==> src/rtl/aes_byte_loader.sv <==
// Byte-stream front end for the AES-128 encryption controller: gathers key and plaintext bytes, starts the core, streams the cipher back.
// Optional build macro AES_BYTE_LOADER_KEY_REUSE_EN keeps the key across frames so later frames carry plaintext only.
module aes_byte_loader #(
    parameter int TIMEOUT_CICLOS  = 4096,
    parameter int LARGURA_TIMEOUT = 13
) (
    input  logic         clk,
    input  logic         rst,
    input  logic [7:0]   rx_byte,
    input  logic         rx_valid,
    output logic         rx_ready,
    output logic [7:0]   tx_byte,
    output logic         tx_valid,
    input  logic         tx_ready,
    output logic [127:0] chave,
    output logic [127:0] palavra,
    output logic         start,
    input  logic [127:0] cifra,
    input  logic         done,
    output logic         busy,
    output logic         erro
);

    localparam logic [2:0] RX_CHAVE   = 3'd0;
    localparam logic [2:0] RX_PALAVRA = 3'd1;
    localparam logic [2:0] DISPARO    = 3'd2;
    localparam logic [2:0] ESPERA     = 3'd3;
    localparam logic [2:0] TX         = 3'd4;

    // The DISPARO cycle counts as the first timeout cycle, so erro rises
    // exactly TIMEOUT_CICLOS cycles after the start pulse.
    localparam logic [LARGURA_TIMEOUT-1:0] LIMITE = LARGURA_TIMEOUT'(TIMEOUT_CICLOS - 2);

    logic [2:0]                 state;
    logic [3:0]                 cnt;
    logic [LARGURA_TIMEOUT-1:0] tmo;
    logic [127:0]               cifra_reg;
    logic [6:0]                 base;
    logic                       rx_fire;
    logic                       tx_fire;
    logic [2:0]                 after_tx;

`ifdef AES_BYTE_LOADER_KEY_REUSE_EN
    logic chave_ok;
    assign after_tx = chave_ok ? RX_PALAVRA : RX_CHAVE;
`else
    assign after_tx = RX_CHAVE;
`endif

    // Byte k lands at bit offset 8*(15-k); ~cnt is 15-cnt for a 4-bit count.
    assign base     = {~cnt, 3'b000};
    assign rx_ready = !rst && (state == RX_CHAVE || state == RX_PALAVRA);
    assign rx_fire  = rx_valid && rx_ready;
    assign tx_valid = (state == TX);
    assign tx_fire  = tx_valid && tx_ready;
    assign tx_byte  = cifra_reg[base +: 8];
    assign start    = (state == DISPARO);
    assign busy     = (state == DISPARO) || (state == ESPERA) || (state == TX);

    always_ff @(posedge clk) begin
        if (rst) begin
            state     <= RX_CHAVE;
            cnt       <= 4'd0;
            tmo       <= '0;
            chave     <= '0;
            palavra   <= '0;
            cifra_reg <= '0;
            erro      <= 1'b0;
`ifdef AES_BYTE_LOADER_KEY_REUSE_EN
            chave_ok  <= 1'b0;
`endif
        end else begin
            if (rx_fire) begin
                erro <= 1'b0;
            end
            case (state)
                RX_CHAVE: begin
                    if (rx_fire) begin
                        chave[base +: 8] <= rx_byte;
                        cnt              <= cnt + 4'd1;
                        if (cnt == 4'd15) begin
                            state <= RX_PALAVRA;
                        end
                    end
                end
                RX_PALAVRA: begin
                    if (rx_fire) begin
                        palavra[base +: 8] <= rx_byte;
                        cnt                <= cnt + 4'd1;
                        if (cnt == 4'd15) begin
                            state <= DISPARO;
                        end
                    end
                end
                DISPARO: begin
                    tmo   <= '0;
                    state <= ESPERA;
                end
                ESPERA: begin
                    if (done) begin
                        cifra_reg <= cifra;
                        cnt       <= 4'd0;
                        state     <= TX;
`ifdef AES_BYTE_LOADER_KEY_REUSE_EN
                        chave_ok  <= 1'b1;
`endif
                    end else if (tmo == LIMITE) begin
                        erro  <= 1'b1;
                        cnt   <= 4'd0;
                        state <= RX_CHAVE;
`ifdef AES_BYTE_LOADER_KEY_REUSE_EN
                        chave_ok <= 1'b0;
`endif
                    end else begin
                        tmo <= tmo + LARGURA_TIMEOUT'(1);
                    end
                end
                TX: begin
                    if (tx_fire) begin
                        cnt <= cnt + 4'd1;
                        if (cnt == 4'd15) begin
                            state <= after_tx;
                        end
                    end
                end
                default: begin
                    state <= RX_CHAVE;
                    cnt   <= 4'd0;
                end
            endcase
        end
    end

endmodule
==> config.mk <==
export PLATFORM = sky130hd
export DESIGN_NAME = aes_byte_loader
export DESIGN_NICKNAME = d
export VERILOG_FILES = /design/src/rtl/aes_byte_loader.sv
export SDC_FILE = /design/constraint.sdc
export NUM_CORES = 1
export LEC_CHECK = 0
export CAP_MARGIN = 20
export CORE_MARGIN = 2
export CORE_UTILIZATION = 49
export DETAILED_ROUTE_END_ITERATION = 8
export PLACE_DENSITY = 0.78
export SYNTH_ARGS = -nofsm -noshare
export SYNTH_HDL_FRONTEND = slang
export SYNTH_SLANG_ARGS = --single-unit
==> constraint.sdc <==
create_clock -name clk -period 4 [get_ports clk]
set_input_delay 0.8 -clock clk [delete_from_list [all_inputs] [get_ports clk]]
set_output_delay 0.8 -clock clk [all_outputs]
set_load 0.1 [all_outputs]
==> results list <==
- Run status: finished, final reports clean
* Flip-flop and latch count after synthesis: 405
- Worst Hold Class: reg -> reg
* Total negative slack for setup checks: 0 ps
* Via count of the first global-routing pass: 13799
- Initial core utilization: 49.4%
* Routed Wire Length: 51500 µm
* Worst path slowest cell: sky130_fd_sc_hd__dfxtp_1
* Count of endpoints failing hold in the final timing report: 0
* Number of unique standard cell types used by synthesis: 50
* NumNets Final: 2270
- Maximum VDD drop: 267 µV
- Total die area: 35100 µm²
* Area share of the largest cell type after synthesis: 49.3%
* Gate Count Post-Synth: 1777
* Total track usage: 28.4%
- Hold Buf Count CTS: 0
- Setup repair after global routing left no endpoint under its margin.
- For this run, the number of Yosys warnings is 0.
- Setup violations remaining at the end of the flow were counted as 0.
- Detailed Routing Iterations Pass 1: 5
* Critical Path AT: 3000 ps
- Clock skew on the completed layout was measured at 12.1 ps.
* Reg-to-Reg End: palavra[68]
* Worst Setup SP: cnt[2]
- By area the synthesized netlist is led by sky130_fd_sc_hd__dfxtp_1 (49%), sky130_fd_sc_hd__mux2i_1 (16%), sky130_fd_sc_hd__nand2_1 (7.2%).
- Syn nets: 1924
- After detailed routing, the average wire length per cell comes to 19.8 µm.
- Wire segments on met2 add up to 24700 µm in the final route.
- Placed wire-length estimate after detailed placement: 36700 µm
* Overall overflow remaining after global route: 0
* CTS Sinks: 405
- Of the cells placed in the final design, the portion with a size suffix greater than 1 is 7.39%.
* Slew of the pin with the lowest slew margin: 1200 ps
* Logic depth of the worst path, buffers included: 6
- After the first detailed-routing iteration, the DRC count stood at 1094.
- Total clock buffers created by CTS: 41
- The routed layout has 14161 vias.
* Number of gates resized after cts: 0
- A synthesized cell averages 9.26 µm².
- Internal reg-to-reg setup slack: 870 ps
- TritonCTS built the clock tree.
- Post-route design area: 22400 µm²
- The floorplan step set the die width to 187 µm.
- Subtracting the final worst setup slack from the clock period gives 3800 ps.
* Number of design rule violations left after detail routing: 0
* Met1 layer wirelength in the final routing: 20700 µm
- Routability congestion estimate from global placement: 0.835
* Area growth from synthesis to layout: 36.0%
* Wire length on met3: 3600 µm
* Worst path top cell family by delay: simple AND/OR/NAND/NOR gates
- The number of buffers and inverters on the critical path is 2.
* Power density cells: 385 nW/µm²
- Area of the core: 33300 µm²
* Number of H-tree levels: 2
- Clock transition at path regs: 60 ps
- In this run the tightest slew margin relative to its limit is 19.7%.
* Count of input and output buffers: 409
* Worst-path cell chain: nor2b_1 > buf_4 > a221oi_1 > a22oi_1 > nand2_1 > buf_12
- The tool flagged a number of max-cap violations equal to 0.
- sky130_fd_sc_hd__dfxtp_1 takes more of the synthesized area than any other cell.
- The floorplan has 67 rows.
- Stage delay of the slowest cell on the critical path: 720 ps
- Worst Setup End Kind: primary output
* Setup Buffers After CTS: 0
- Cell count of the worst reg-to-reg path: 7
* Number of antenna violations at the first check in global routing: 3
* Cell area after technology mapping: 16500 µm²
- CP Class: reg -> out
* Top routing layer in use: met5
- Sequential cell area fraction in the yosys report: 49.3%
- Final hold analysis gives a worst-case slack of 451 ps.
- Number of buffers between clock root and the deepest sink: 3
- The final critical path takes up 95.0% of the cycle.
- Summing internal, switching and leakage power gives 8.62 mW.
- Critical path required time: 3200 ps
* Cell at the root of the clock tree: sky130_fd_sc_hd__clkbuf_16
* Crit start category: register
* Maximum number of pins on one net before global-route repair: 219
* Static leakage: 7.28 nW
- Vias per std cell: 5.44
- The first global-routing pass estimated 79100 µm of wire.
* Total cell area at the placement stage: 20900 µm²
* Number of placed I/O pins: 410
* Total count of max-transition violations in the final report: 0
- Clock latency at the later pin of the worst-skew pair: 530 ps
* Timing endpoint of the critical path: tx_byte[7]
- The count of nets left with antenna violations once routing finished came out at 0.
- Along the worst path, the maximum fanout reaches 17.
- Vertical extent of the die: 187 µm
- Static timing analysis puts the maximum clock frequency at 263 MHz.
* Startpoint of the worst register-to-register path: cnt[1]
[report_power, final]
| part | switching (mW) | internal (mW) |
|---|---|---|
| clock | 1.59 | 2.55 |
| sequential | 0.00678 | 4.04 |
| combinational | 0.248 | 0.193 |
[worst reg2reg max path: cells and delay by family, from the launching register on]
family	cells	cell delay, ps
buffers and inverters	1	150
adder cells (fa/ha/maj)	1	380
AND/OR/NAND/NOR	4	1630
multiplexers	1	280
flip-flops	1	560
[Yosys cell counts, drive strengths merged]
cell	number
buf	17
nand3	30
ha	6
dfxtp	405
and3b	2
o2111ai	1
and2b	1
o211ai	4
nor3b	3
nand3b	2
mux2i	265
mux4	16
nor4	5
nor2b	13
and3	5
xnor2	5
nor2	192
a22o	1
mux2	1
nand2b	84
xor2	4
nor3	15
and4	1
a211oi	1
o221ai	1
a22oi	10
a221oi	16
nand2	315
nand4	7
and2	26
or3	4
a21o	2
o31ai	1
o21ai	28
clkbuf	105
or4	2
a21oi	165
a31oi	1
nor4b	2
inv	8
o21ba	1
or2	4
[through the flow]
stage / instances / util, % / setup slack, ps
3_5_place_dp: 2528 / 62.8 / 675
5_1_grt: 2601 / 67.2 / 45.0
2_1_floorplan: 1777 / - / 612
4_1_cts: 2599 / 67.2 / 174
3_3_place_gp: 2528 / 62.8 / 751
6_report: 2601 / 67.2 / 200
[layer usage]
layer  vias to the layer above  track usage (%)
li1                       6702                -
met1                      6784             34.6
met2                       550             49.2
met3                       123             5.22
met4                         2             12.5
met5                         -                0
[kinds of logic after synthesis]
group / share of synthesized area (%)
compound gates: 7.97
simple gates: 20.4
xor+xnor: 0.479
flops: 49.3
fa+ha+maj: 0.456
buf+inv: 3.04
mux: 18.4
[placed cells by master (no fill, tap or decap), drive strengths merged, types with 3 or more instances in the layout]
cell | synthesis | layout
a21oi | 165 | 165
nor3 | 15 | 15
buf | 17 | 29
and2 | 26 | 26
nor2b | 13 | 13
bufinv | 0 | 7
mux4 | 16 | 16
xnor2 | 5 | 5
nor4 | 5 | 5
dfxtp | 405 | 405
clkinv | 0 | 7
nor2 | 192 | 192
nand2b | 84 | 84
nand4 | 7 | 7
nor3b | 3 | 3
clkdlybuf4s50 | 0 | 396
nand3 | 30 | 30
and3 | 5 | 5
o211ai | 4 | 4
o21ai | 28 | 28
a221oi | 16 | 16
nand2 | 315 | 315
inv | 8 | 9
xor2 | 4 | 4
or2 | 4 | 4
ha | 6 | 6
mux2i | 265 | 265
or3 | 4 | 4
a22oi | 10 | 10
clkbuf | 105 | 55
[cell type report]
class,instances,area [µm²]
fill,2632,10900
antenna,2,5.00
sequential,405,8110
clock inverter,16,262
tap,448,561
multi-input combinational,1242,7880
inverter,8,30.0
clock buffer,55,1200
timing repair buffer,425,4330
[how the worst min path moves through the flow]
stage,start,to,cells past startpoint,slack [ps]
final,cifra_reg[110],cifra_reg[110],2,450
after global routing,cifra_reg[41],cifra_reg[41],2,470
after CTS,cifra_reg[110],cifra_reg[110],2,450
after detailed placement,cifra_reg[110],cifra_reg[110],2,440
after global placement,cifra_reg[25],cifra_reg[25],2,440
after floorplan,cifra_reg[104],cifra_reg[104],2,430
Note: power is estimated with default switching activity, not from simulation.
